[config.mk]
export PLATFORM = sky130hd
export DESIGN_NAME = buffered_bus_interface
export DESIGN_NICKNAME = d
export VERILOG_FILES = /design/src/rtl/bus_if_pkg.sv /design/src/rtl/bus_sync_fifo.sv /design/src/rtl/buffered_bus_interface.sv
export SDC_FILE = /design/constraint.sdc
export NUM_CORES = 1
export LEC_CHECK = 0
export ABC_CLOCK_PERIOD_IN_PS = 5500
export CORE_ASPECT_RATIO = 1.2
export CORE_UTILIZATION = 55
export DETAILED_ROUTE_END_ITERATION = 10
export GPL_ROUTABILITY_DRIVEN = 1
export PLACE_DENSITY = 0.89
export SKIP_LAST_GASP = 1
export SYNTH_ARGS = -nofsm -noshare
export SYNTH_HDL_FRONTEND = slang
export SYNTH_HIERARCHICAL = 1
export SYNTH_SLANG_ARGS = --single-unit
[constraint.sdc]
create_clock -name sys_clk -period 5.5 [get_ports sys_clk]
set_clock_uncertainty 0.2 [all_clocks]
set_input_delay 0.825 -clock sys_clk [delete_from_list [all_inputs] [get_ports sys_clk]]
set_output_delay 0.825 -clock sys_clk [all_outputs]
set_load 0.02 [all_outputs]
[src/rtl/bus_if_pkg.sv]
// rtl/bus_if_pkg.sv - shared sequencer encoding and width helper for buffered_bus_interface
package bus_if_pkg;

    localparam logic [1:0] SEQ_IDLE      = 2'd0;
    localparam logic [1:0] SEQ_START     = 2'd1;
    localparam logic [1:0] SEQ_WAIT_DONE = 2'd2;

    // Ceiling log2, elaboration-time only.
    function automatic int clog2(input int value);
        int result;
        result = 0;
        for (int i = 0; i < 31; i++) begin
            if ((1 << i) < value) result = i + 1;
        end
        return result;
    endfunction

endpackage

[src/rtl/bus_sync_fifo.sv]
// rtl/bus_sync_fifo.sv - first-word fall-through synchronous FIFO with occupancy count
module bus_sync_fifo
    import bus_if_pkg::*;
#(
    parameter int WIDTH = 8,
    parameter int DEPTH = 4
) (
    input  logic                    clk,
    input  logic                    rst,
    input  logic                    push,
    input  logic [WIDTH-1:0]        push_data,
    input  logic                    pop,
    output logic [WIDTH-1:0]        head,
    output logic [clog2(DEPTH):0]   count
);
    localparam int AW = clog2(DEPTH);
    localparam int CW = AW + 1;

    logic [WIDTH-1:0] mem [DEPTH];
    logic [AW-1:0]    wr_ptr;
    logic [AW-1:0]    rd_ptr;
    logic             empty;
    logic             full;
    logic             do_push;
    logic             do_pop;

    assign empty   = (count == '0);
    assign full    = (count == CW'(DEPTH));
    assign do_pop  = pop && !empty;
    // A push into a full FIFO is accepted only when the head leaves in the same cycle.
    assign do_push = push && (!full || do_pop);

    always_ff @(posedge clk) begin
        if (rst) begin
            wr_ptr <= '0;
            rd_ptr <= '0;
            count  <= '0;
        end else begin
            if (do_push) wr_ptr <= wr_ptr + AW'(1);
            if (do_pop)  rd_ptr <= rd_ptr + AW'(1);
            case ({do_push, do_pop})
                2'b10:   count <= count + CW'(1);
                2'b01:   count <= count - CW'(1);
                default: count <= count;
            endcase
        end
    end

    always_ff @(posedge clk) begin
        if (do_push) mem[wr_ptr] <= push_data;
    end

    // Storage is not reset, so an empty FIFO presents zero instead of stale data.
    assign head = empty ? '0 : mem[rd_ptr];

endmodule

[src/rtl/buffered_bus_interface.sv]
// rtl/buffered_bus_interface.sv - per-channel RX/TX buffering and send sequencing for the bus controller
module buffered_bus_interface
    import bus_if_pkg::*;
#(
    parameter int NUM_IFS       = 2,
    parameter int NUM_DATA_BITS = 8,
    parameter int RX_DEPTH      = 4,
    parameter int TX_DEPTH      = 4,
    parameter int DONE_TIMEOUT  = 0
) (
    input  logic                               sys_clk,
    input  logic                               rst,
    input  logic [NUM_IFS-1:0]                 ctrl_recv_new_data,
    input  logic [NUM_IFS*NUM_DATA_BITS-1:0]   ctrl_recv_data,
    input  logic [NUM_IFS-1:0]                 ctrl_send_ready,
    input  logic [NUM_IFS-1:0]                 ctrl_send_done,
    output logic [NUM_IFS-1:0]                 ctrl_send_start,
    output logic [NUM_IFS-1:0]                 ctrl_select,
    output logic [NUM_IFS-1:0]                 ctrl_keep_alive,
    output logic [NUM_IFS*NUM_DATA_BITS-1:0]   ctrl_send_data,
    output logic [NUM_IFS-1:0]                 rx_valid,
    input  logic [NUM_IFS-1:0]                 rx_ready,
    output logic [NUM_IFS*NUM_DATA_BITS-1:0]   rx_data,
    input  logic [NUM_IFS-1:0]                 tx_valid,
    output logic [NUM_IFS-1:0]                 tx_ready,
    input  logic [NUM_IFS*NUM_DATA_BITS-1:0]   tx_data,
    input  logic [NUM_IFS-1:0]                 clear_flags,
    output logic [NUM_IFS-1:0]                 rx_overflow,
    output logic [NUM_IFS-1:0]                 tx_timeout
);
    localparam int W      = NUM_DATA_BITS;
    localparam int RX_CW  = clog2(RX_DEPTH) + 1;
    localparam int TX_CW  = clog2(TX_DEPTH) + 1;
    localparam int TO_W   = (DONE_TIMEOUT < 2) ? 1 : clog2(DONE_TIMEOUT);
    localparam bit WDOG_EN = (DONE_TIMEOUT > 0);

    genvar i;
    generate
        for (i = 0; i < NUM_IFS; i++) begin : g_ch
            logic [RX_CW-1:0] rx_count;
            logic             rx_empty;
            logic             rx_full;
            logic             rx_pop;
            logic             rx_ovf_set;
            logic             rx_ovf_q;

            logic [TX_CW-1:0] tx_count;
            logic             tx_empty;
            logic             tx_full;
            logic             tx_push;
            logic             tx_pop;
            logic [W-1:0]     tx_head;
            logic [1:0]       state;
            logic [TO_W-1:0]  wait_cnt;
            logic             done_hit;
            logic             timeout_hit;
            logic             tx_to_q;

            bus_sync_fifo #(.WIDTH(W), .DEPTH(RX_DEPTH)) u_rx_fifo (
                .clk       (sys_clk),
                .rst       (rst),
                .push      (ctrl_recv_new_data[i]),
                .push_data (ctrl_recv_data[i*W +: W]),
                .pop       (rx_ready[i]),
                .head      (rx_data[i*W +: W]),
                .count     (rx_count)
            );

            assign rx_empty   = (rx_count == '0);
            assign rx_full    = (rx_count == RX_CW'(RX_DEPTH));
            assign rx_pop     = rx_ready[i] && !rx_empty;
            assign rx_ovf_set = ctrl_recv_new_data[i] && rx_full && !rx_pop;
            assign rx_valid[i] = !rx_empty;

            bus_sync_fifo #(.WIDTH(W), .DEPTH(TX_DEPTH)) u_tx_fifo (
                .clk       (sys_clk),
                .rst       (rst),
                .push      (tx_push),
                .push_data (tx_data[i*W +: W]),
                .pop       (tx_pop),
                .head      (tx_head),
                .count     (tx_count)
            );

            assign tx_empty    = (tx_count == '0);
            assign tx_full     = (tx_count == TX_CW'(TX_DEPTH));
            assign tx_ready[i] = !tx_full;
            assign tx_push     = tx_valid[i] && !tx_full;

            // A done arriving on the expiry cycle wins over the watchdog.
            assign done_hit    = (state == SEQ_WAIT_DONE) && ctrl_send_done[i];
            assign timeout_hit = WDOG_EN && (state == SEQ_WAIT_DONE) && !ctrl_send_done[i]
                                 && (wait_cnt == TO_W'(DONE_TIMEOUT - 1));
            assign tx_pop      = done_hit || timeout_hit;

            always_ff @(posedge sys_clk) begin
                if (rst) begin
                    state    <= SEQ_IDLE;
                    wait_cnt <= '0;
                end else begin
                    case (state)
                        SEQ_IDLE: begin
                            if (!tx_empty && ctrl_send_ready[i]) state <= SEQ_START;
                        end
                        SEQ_START: begin
                            state    <= SEQ_WAIT_DONE;
                            wait_cnt <= '0;
                        end
                        SEQ_WAIT_DONE: begin
                            if (tx_pop) state <= SEQ_IDLE;
                            else        wait_cnt <= wait_cnt + TO_W'(1);
                        end
                        default: state <= SEQ_IDLE;
                    endcase
                end
            end

            always_ff @(posedge sys_clk) begin
                if (rst) begin
                    rx_ovf_q <= 1'b0;
                    tx_to_q  <= 1'b0;
                end else begin
                    if (rx_ovf_set)          rx_ovf_q <= 1'b1;
                    else if (clear_flags[i]) rx_ovf_q <= 1'b0;
                    if (timeout_hit)         tx_to_q  <= 1'b1;
                    else if (clear_flags[i]) tx_to_q  <= 1'b0;
                end
            end

            assign rx_overflow[i]          = rx_ovf_q;
            assign tx_timeout[i]           = tx_to_q;
            assign ctrl_send_start[i]      = (state == SEQ_START);
            assign ctrl_select[i]          = (state != SEQ_IDLE) || !tx_empty;
            assign ctrl_keep_alive[i]      = (state == SEQ_IDLE) ? !tx_empty
                                                                 : (tx_count >= TX_CW'(2));
            assign ctrl_send_data[i*W +: W] = tx_head;
        end
    endgenerate

endmodule

# Yosys cells after proc, flatten, opt, wreduce, memory -nomap -nowiden
# Memories as Yosys holds them, arrays and structs flattened. A register that Yosys moved wholly into a read port is not among the register bits.
# Index checks and enable logic that the tools add are counted.
dict set report totals {
  input_bits 46
  register_bits 34
  output_inout_bits 46
  mem_count 4
  mem_bits_rw 128
}
dict set report classes {
  order_cmp 2
  addsub 16
  n_mux 36
  n_eq_ne 20
  n_reduce_logical 50
}
# name depth width rd rd_clocked_by_memory_dff write_ports line_no
set mem_list {}
lappend mem_list {{g_ch[0].u_rx_fifo.mem} 4 8 1 1 1 bus_sync_fifo.sv:19} ;# logic [WIDTH-1:0] mem [DEPTH];
lappend mem_list {{g_ch[0].u_tx_fifo.mem} 4 8 1 1 1 bus_sync_fifo.sv:19}
lappend mem_list {{g_ch[1].u_rx_fifo.mem} 4 8 1 1 1 bus_sync_fifo.sv:19}
lappend mem_list {{g_ch[1].u_tx_fifo.mem} 4 8 1 1 1 bus_sync_fifo.sv:19}
# cell n
set op_table {}
lappend op_table {{$mux 8} 4}
lappend op_table {{$mux 2} 12}
lappend op_table {{$pmux 3 s2} 4}
lappend op_table {{$logic_and 1x1->1} 18}
lappend op_table {{$add 2x1->2 const B} 8}
lappend op_table {{$reduce_bool 2->1} 8}
lappend op_table {{$mux 1} 14}
lappend op_table {{$add 3x1->3 const B} 4}
lappend op_table {{$eq 2x1->1 const B} 6}
lappend op_table {{$eq 2x2->1 const B} 6}
lappend op_table {{$eq 3x3->1 const B} 4}
lappend op_table {{$logic_not 3->1} 4}
lappend op_table {{$pmux 2 s3} 2}
lappend op_table {{$sub 3x1->3 const B} 4}
lappend op_table {{$logic_not 1->1} 10}
lappend op_table {{$ge 3x2->1 const B} 2}
lappend op_table {{$logic_or 1x1->1} 6}
lappend op_table {{$logic_not 2->1} 2}
lappend op_table {{$ne 2x1->1 const B} 2}
lappend op_table {{$ne 2x2->1 const B} 2}
lappend op_table {{$reduce_and 2->1} 2}

# Logic depth before layout (Yosys ltp)
# Gate-level depths: netlist (run 1).
dict set report depth {
  depth_word 7
  depth_mapped 9
  ltp_nobuf 8
}

# Modules after synthesis
# The synthesis (run 1) kept the hierarchy.
# module area_per_inst_um2 seq_area_each_um2 instances cells_each
set modules_own_cells {}
lappend modules_own_cells {bus_sync_fifo 1771.7 1141.1 4 114}
lappend modules_own_cells {buffered_bus_interface 384.1 120.1 1 45}

# Worst setup path after synthesis (run 1)
# Ideal clock, no wire load.
dict set report synth_path {
  path_type {input port to flip-flop}
  startpoint {input tx_valid[0]}
  endpoint {register g_ch[0].u_tx_fifo.count[2]}
  setup_slack_ps 2951
  path_stages 8
  setup_ps 74
  required_time_ps 5226
  arrival_ps 2275
  n_path_buf 1
  path_cell_list {a21boi_0 -> buf_2 -> inv_1 -> nand2b_1 -> fa_1 -> nand2b_1 -> or3b_1 -> a31oi_1}
}
dict set report synth_between {
  elab_chain_len 4
  elab_cells_between_ends 6
  cone_classes {2 x eq/ne; 1 x mux; 3 x reduce/logical}
}
# item line_no
set synth_lines {}
lappend synth_lines {{from (decl)} buffered_bus_interface.sv:24} ;# input logic [NUM_IFS-1:0] tx_valid,
lappend synth_lines {{$logic_and 1x1->1 *} buffered_bus_interface.sv:88} ;# assign tx_push = tx_valid[i] && !tx_full;
lappend synth_lines {{$logic_and 1x1->1 *} bus_sync_fifo.sv:31} ;# assign do_push = push && (!full || do_pop);
lappend synth_lines {{$eq 2x1->1 or $eq 2x2->1 (tied branches)} bus_sync_fifo.sv:41} ;# case ({do_push, do_pop})
lappend synth_lines {{$pmux 3 s2 or $reduce_bool 2->1 (tied branches)} --}
lappend synth_lines {{to (signal assigned)} bus_sync_fifo.sv:42} ;# 2'b10: count <= count + CW'(1);
lappend synth_lines {{to (signal assigned)} bus_sync_fifo.sv:43} ;# 2'b01: count <= count - CW'(1);
lappend synth_lines {{to (signal assigned)} bus_sync_fifo.sv:44} ;# default: count <= count;
lappend synth_lines {{to (decl)} bus_sync_fifo.sv:14} ;# output logic [clog2(DEPTH):0] count
# Every way passes the cells marked *; elsewhere a longest branch is shown, timed or not.
# A chain may end at the register's enable or synchronous reset.

# Worst setup path after layout (run 1)
dict set report layout_path {
  startpoint {register g_ch[1].u_tx_fifo.count[2]}
  endpoint {output ctrl_send_data[14]}
}
dict set report layout_between {
  elab_chain_len 2
}
# item line_no
set layout_lines {}
lappend layout_lines {{from (decl)} bus_sync_fifo.sv:14}
lappend layout_lines {{from (signal assigned)} bus_sync_fifo.sv:42}
lappend layout_lines {{from (signal assigned)} bus_sync_fifo.sv:43}
lappend layout_lines {{from (signal assigned)} bus_sync_fifo.sv:44}
lappend layout_lines {{$logic_not 3->1} bus_sync_fifo.sv:27} ;# assign empty = (count == '0);
lappend layout_lines {{$mux 8} bus_sync_fifo.sv:54} ;# assign head = empty ? '0 : mem[rd_ptr];
lappend layout_lines {{to (decl)} buffered_bus_interface.sv:20} ;# output logic [NUM_IFS*NUM_DATA_BITS-1:0] ctrl_send_data,
# No other way between the ends.

==> metrics.txt, run 1 <==
Gate Count Post-Synth 501; Die Y 130 um; Wirelength per Cell 17.5 um; register area share after synthesis 62.7%; global-route wire length before repair 20,900 um; Placeable Area 0.0132 mm2; Reg-to-Reg End g_ch[0].u_tx_fifo/count[2]; ys async rst share 0%; DRT iter0 DRCs 262; Hold Path Origin g_ch[0].rx_ovf_q; Util after Layout 67.9%; crit path launch type register; Remaining DRCs 0; critical setup path kind register to primary output; die width 108 um; critical path, cell by cell nor3_1 -> and2b_1 -> clkdlybuf4s50_1; Hold Path Depth 1; power per cell area 408 mW/mm2; Rel. slew slack 27.9%; vias in the first global route 4,255; Synth cell types 43; most common cell after layout, fill and taps aside edfxtp_1; Antenna Cells 0; Syn Area/Cell 14.9 um2; CTS Hold Buffers Added 0; slowest stage delay, CP 0.92 ns; Row Count 46; Setup Fix Bufs, Post-CTS 0; Worst Reg2Reg Path Length in Cells 8; Crit path buffers/inverters 1; H-tree depth 4; PortBufs 89; Final Cycle Share 65.7%; Worst path slowest cell nor3_1; Hold Fails Final Rpt 0; pre-CTS setup slack 1.73 ns; DP Wirelength 8890 um; number of synthesis warnings 6; I/O Pins 92; reg2reg start g_ch[0].u_tx_fifo/count[0]; via/cell ratio 5.64; Synth Register Bits 170; Antenna Violating Nets Remaining 0; post-layout min period 3.62 ns; drt first pass iters 4; nets 645; worst skew pair latency 0.42 ns; hold endpoint g_ch[0].rx_ovf_q; Critical Path End Type primary output; Worst Path Required 4.47 ns; EDFF count, synth 128; post-cts resize count 0; Main synth FF type edfxtp_1; grt ovf 0; final std cells w/o fill 760; Max-Cap Viols 0; CTS clk-pin slew, worst paths 0.07 ns; max frequency 277 MHz; die area 0.0141 mm2; final worst slack 1.88 ns; crit-path max FO 14; Pleak 3.19 nW; status finished clean; initial antenna violation count 0; most frequent cells in the layout 128 x edfxtp_1, 88 x clkdlybuf4s50_1, 44 x nor2_1; drt total wl 13,300 um; RD Place Congestion 0.759; pin count of the biggest net entering global routing 49; final setup TNS 0 ns; GRT Total Usage 20.0%; Area growth, synth to finish 20.4%; Max clock buf depth 2; unrepaired setup endpoints after global routing no; Via Count 4,290; CTS tree built; Arrival @ worst endpoint 2.59 ns; final setup vio count 0; Reg2Reg Setup Slack 2.71 ns; Worst Max-Slew Pin Slew 1.07 ns; Hold Path Class register to register; Cell Area, Synth 0.00747 mm2; Top delay family on crit path simple AND/OR/NAND/NOR gates; final number of max-transition violations 0; worst vdd ir 0.281 mV; initial core utilization 56.4%; CTS Sinks 170; layout cell share with drive strength beyond 1 12.7%; cts bufs inserted 17; Clock Tree Root clkbuf_16; dpl cells 728; WHS 0.293 ns
==> report_power, final <==
group | switching (mW) | internal (mW) | total, mW
registers | 0.123 | 1.48 | 1.61
clock network | 0.495 | 0.694 | 1.19
logic | 0.424 | 0.453 | 0.877
==> how the worst max path moves through the flow <==
stage | start | end | slack [ns] | cells after the start
2_1_floorplan | tx_valid[0] | g_ch[0].u_tx_fifo/count[2] | 2.95 | 8
3_3_place_gp | tx_valid[0] | g_ch[0].u_tx_fifo/count[2] | 1.92 | 8
3_5_place_dp | tx_valid[0] | g_ch[0].u_tx_fifo/count[2] | 1.73 | 8
4_1_cts | g_ch[1].u_tx_fifo/count[2] | ctrl_send_data[14] | 1.85 | 3
5_1_grt | g_ch[1].u_tx_fifo/count[2] | ctrl_send_data[13] | 1.66 | 3
6_report | g_ch[1].u_tx_fifo/count[2] | ctrl_send_data[14] | 1.88 | 3
==> cell type report <==
cell class / instances / area [um2]
repair buffers: 90 / 893
multi-input cells: 280 / 2530
well taps: 168 / 210
flip-flops and latches: 170 / 4680
inverters: 20 / 75.1
clock buffers: 19 / 443
clock inverters: 13 / 158
fillers: 919 / 4240
==> sequential cells by signal, indices dropped and copies added (netlist names), named ones only <==
signal and cells:
g_ch.u_rx_fifo/mem 64, g_ch.u_rx_fifo/wr_ptr 4, g_ch.u_rx_fifo/rd_ptr 4, g_ch.u_tx_fifo/mem 64, g_ch.rx_ovf_q 2, g_ch.u_tx_fifo/rd_ptr 4
g_ch.u_tx_fifo/wr_ptr 4, g_ch.u_tx_fifo/count 6, g_ch.u_rx_fifo/count 6, g_ch.state 4
==> layer usage <==
| layer | global-route usage, % | routed length (um) |
|---|---|---|
| met4 | 7.31 | 161 |
| met1 | 24.8 | 5620 |
| met5 | 0 | 0 |
| met3 | 4.73 | 537 |
| met2 | 34.2 | 6960 |
==> worst reg2reg max path: stages (launching register included) <==
cell	delay [ns]
dfxtp_1	0.56
nor2_1	0.12
a21boi_1	0.67
inv_1	0.15
nand2b_1	0.13
fa_1	0.22
nand2b_1	0.10
or3b_1	0.39
a31oi_1	0.17
==> Yosys cell counts, types with 6 or more instances <==
cell type,number,share of area [%]
xor2_1,8,0.94
buf_2,16,1.1
inv_1,20,1.0
a21oi_1,8,0.54
nand2b_1,12,1.0
edfxtp_1,128,51
dfxtp_1,42,11
nor2b_1,26,2.2
mux2_1,8,1.2
mux4_2,32,9.6
o21ai_0,8,0.54
a31oi_1,8,0.67
nor3_1,6,0.40
nand3_1,8,0.54
nor2_1,44,2.2
nor4b_1,8,0.94
and2b_1,12,1.2
ha_1,16,2.7
and3_1,16,1.3
==> cells by family (layout without fill, tap and decap cells) <==
logic type | after synthesis | after routing | share of synthesized area, %
flops | 170 | 170 | 62.7
simple gates | 154 | 154 | 12.4
buf+inv | 52 | 142 | 3.48
compound gates | 48 | 48 | 4.79
mux | 44 | 44 | 11.4
fa+ha+maj | 20 | 20 | 3.75
xor+xnor | 12 | 12 | 1.41
other cells | 1 | 2 | 0.0502
==> metrics by stage <==
step | instance area [um2] | total power, mW
after floorplan | 7470 | 2.18
after global placement | 8390 | 2.47
after detailed placement | 8390 | 2.51
after CTS | 8990 | 3.70
after global routing | 8990 | 3.83
final | 8990 | 3.67
(Power assumes the default switching activity.)
==> run 2, diff against run 1 <==
--- a/config.mk
+++ b/config.mk
@@ -5,12 +5,12 @@
 export SDC_FILE = /design/constraint.sdc
 export NUM_CORES = 1
 export LEC_CHECK = 0
-export ABC_CLOCK_PERIOD_IN_PS = 5500
+export ABC_CLOCK_PERIOD_IN_PS = 3200
 export CORE_ASPECT_RATIO = 1.2
-export CORE_UTILIZATION = 55
+export CORE_UTILIZATION = 50
 export DETAILED_ROUTE_END_ITERATION = 10
 export GPL_ROUTABILITY_DRIVEN = 1
-export PLACE_DENSITY = 0.89
+export PLACE_DENSITY = 0.86
 export SKIP_LAST_GASP = 1
 export SYNTH_ARGS = -nofsm -noshare
 export SYNTH_HDL_FRONTEND = slang
==> constraint.sdc (replaced) <==
create_clock -name sys_clk -period 3.2 [get_ports sys_clk]
set_clock_uncertainty 0.2 [all_clocks]
set_input_delay 0.48 -clock sys_clk [delete_from_list [all_inputs] [get_ports sys_clk]]
set_output_delay 0.48 -clock sys_clk [all_outputs]
set_load 0.02 [all_outputs]
==> metrics.txt, run 2 (synthesis results as in run 1) <==
status finished clean; Util after Layout 62.7%; cts bufs inserted 17; Top Registers g_ch.u_rx_fifo/mem x64, g_ch.u_tx_fifo/mem x64; max frequency 328 MHz; RD Place Congestion 0.755; worst vdd ir 0.392 mV; Rel. slew slack 43.4%; power per cell area 699 mW/mm2; Pleak 3.21 nW; Antenna Cells 0; drt total wl 13,900 um; crit-path max FO 8; PortBufs 89; final number of max-transition violations 0; DP Wirelength 9570 um; Filler cells 1,077; Worst Path Required 2.52 ns; Die Y 136 um; CTS tree built; Row Count 48; initial antenna violation count 0; unrepaired setup endpoints after global routing no; CTS clk-pin slew, worst paths 0.06 ns; Wirelength per Cell 17.4 um; layout cell share with drive strength beyond 1 13.2%; Hold Fails Final Rpt 0; CTS Hold Buffers Added 0; crit path launch type register; worst skew pair latency 0.42 ns; GRT Total Usage 19.2%; most frequent cells in the layout 128 x edfxtp_1, 88 x clkdlybuf4s50_1, 44 x nor2_1; switching share of power 27.4%; Area growth, synth to finish 21.4%; I/O Pins 92; vias in the first global route 4,588; Placeable Area 0.0145 mm2; Cell Int Power 4.60 mW; multi-input gate area in the final layout 0.00253 mm2; share of power burned in the clock network 32.1%; Remaining DRCs 0; Sequential Power Share 43.6%; via/cell ratio 5.47; Tot Pwr 6.34 mW; Psw 1.74 mW; Final Cycle Share 95.2%; Critical Path End Type primary output; Antenna Violating Nets Remaining 0; drt first pass iters 4; Max-Cap Viols 0; post-layout min period 3.05 ns; Clock Tree Root clkbuf_16; Max clock buf depth 2; CTS Sinks 170; grt ovf 0; die area 0.0154 mm2; final setup TNS 0 ns; Worst Max-Slew Pin Slew 0.849 ns; final setup vio count 0; pin count of the biggest net entering global routing 49; dpl cells 765; final std cells w/o fill 797; most common cell after layout, fill and taps aside edfxtp_1; H-tree depth 4; Hold Path Class register to register; register area 0.00469 mm2; critical setup path kind register to primary output; DRT iter0 DRCs 224; Via Count 4,358; die width 114 um; Gate power share 24.3%; initial core utilization 51.6%; nets 650; Arrival @ worst endpoint 2.37 ns; global-route wire length before repair 22,300 um
## run 2: cell count changes in the layout (fill, tap and decap cells not counted), moves of 2 or more
| cell | before | now |
|---|---|---|
| clkbuf_1 | 1 | 3 |
| buf_4 | 1 | 6 |
| clkinv_2 | 0 | 2 |
| clkinv_4 | 4 | 2 |
| inv_6 | 5 | 1 |
## run 2: worst max-delay path, cell delays in order, from the launching register on
cell and delay (ns):
dfxtp_1 0.66, mux4_2 0.58, nor2b_1 0.15, clkdlybuf4s50_1 0.56
## run 2: final cells by class
class	count	area share, %
inverter	20	0.827
clock buffer	21	4.96
timing repair buffer	95	10.3
clock inverter	11	1.60
multi-input combinational	280	27.9
tap	200	2.76
sequential	170	51.6
## run 2: power by group through the flow
stage          Clock, mW  Sequential (mW)  Combinational, mW
3_3_place_gp           0             2.80               1.49
5_1_grt             2.15             2.80               1.65
6_report            2.03             2.76               1.54
4_1_cts             2.07             2.77               1.55
3_5_place_dp           0             2.81               1.54
2_1_floorplan          0             2.66               1.09
## run 2: repair_timing
item	in CTS	in global routing
gates resized for setup	0	2
setup endpoints to repair	0	5
buffers inserted	0	0
## run 2: path summary, 6_finish.rpt
| path | startpoint | end | slack (ns) | cells after the start |
|---|---|---|---|---|
| worst max-delay path | register | ctrl_send_data[1] | 0.15 | 3 |
| worst min register to register | g_ch[0].rx_ovf_q | g_ch[0].rx_ovf_q | 0.29 | 1 |
| worst min-delay path | g_ch[0].rx_ovf_q | g_ch[0].rx_ovf_q | 0.29 | 1 |
| worst max register to register | g_ch[0].u_tx_fifo/count[0] | g_ch[0].u_tx_fifo/count[2] | 0.81 | 8 |
## run 2: metrics by stage
stage	setup slack [ns]	cell area [um2]	hold WS (ns)
floorplan	0.915	7470	0.250
CTS	0.0751	9070	0.289
finish	0.154	9070	0.288
global placement	0.457	8470	0.263
detailed placement	0.311	8470	0.264
global route	0.00884	9070	0.315
## run 2: layer usage
metal  GRT usage [%]  part of all wire [%]  vias up
met5               0                     0        -
met4            7.82                  0.96        0
met3            4.59                   3.6       14
met2            34.8                    55      116
met1            21.7                    40     2189
li1                -                     -     2039
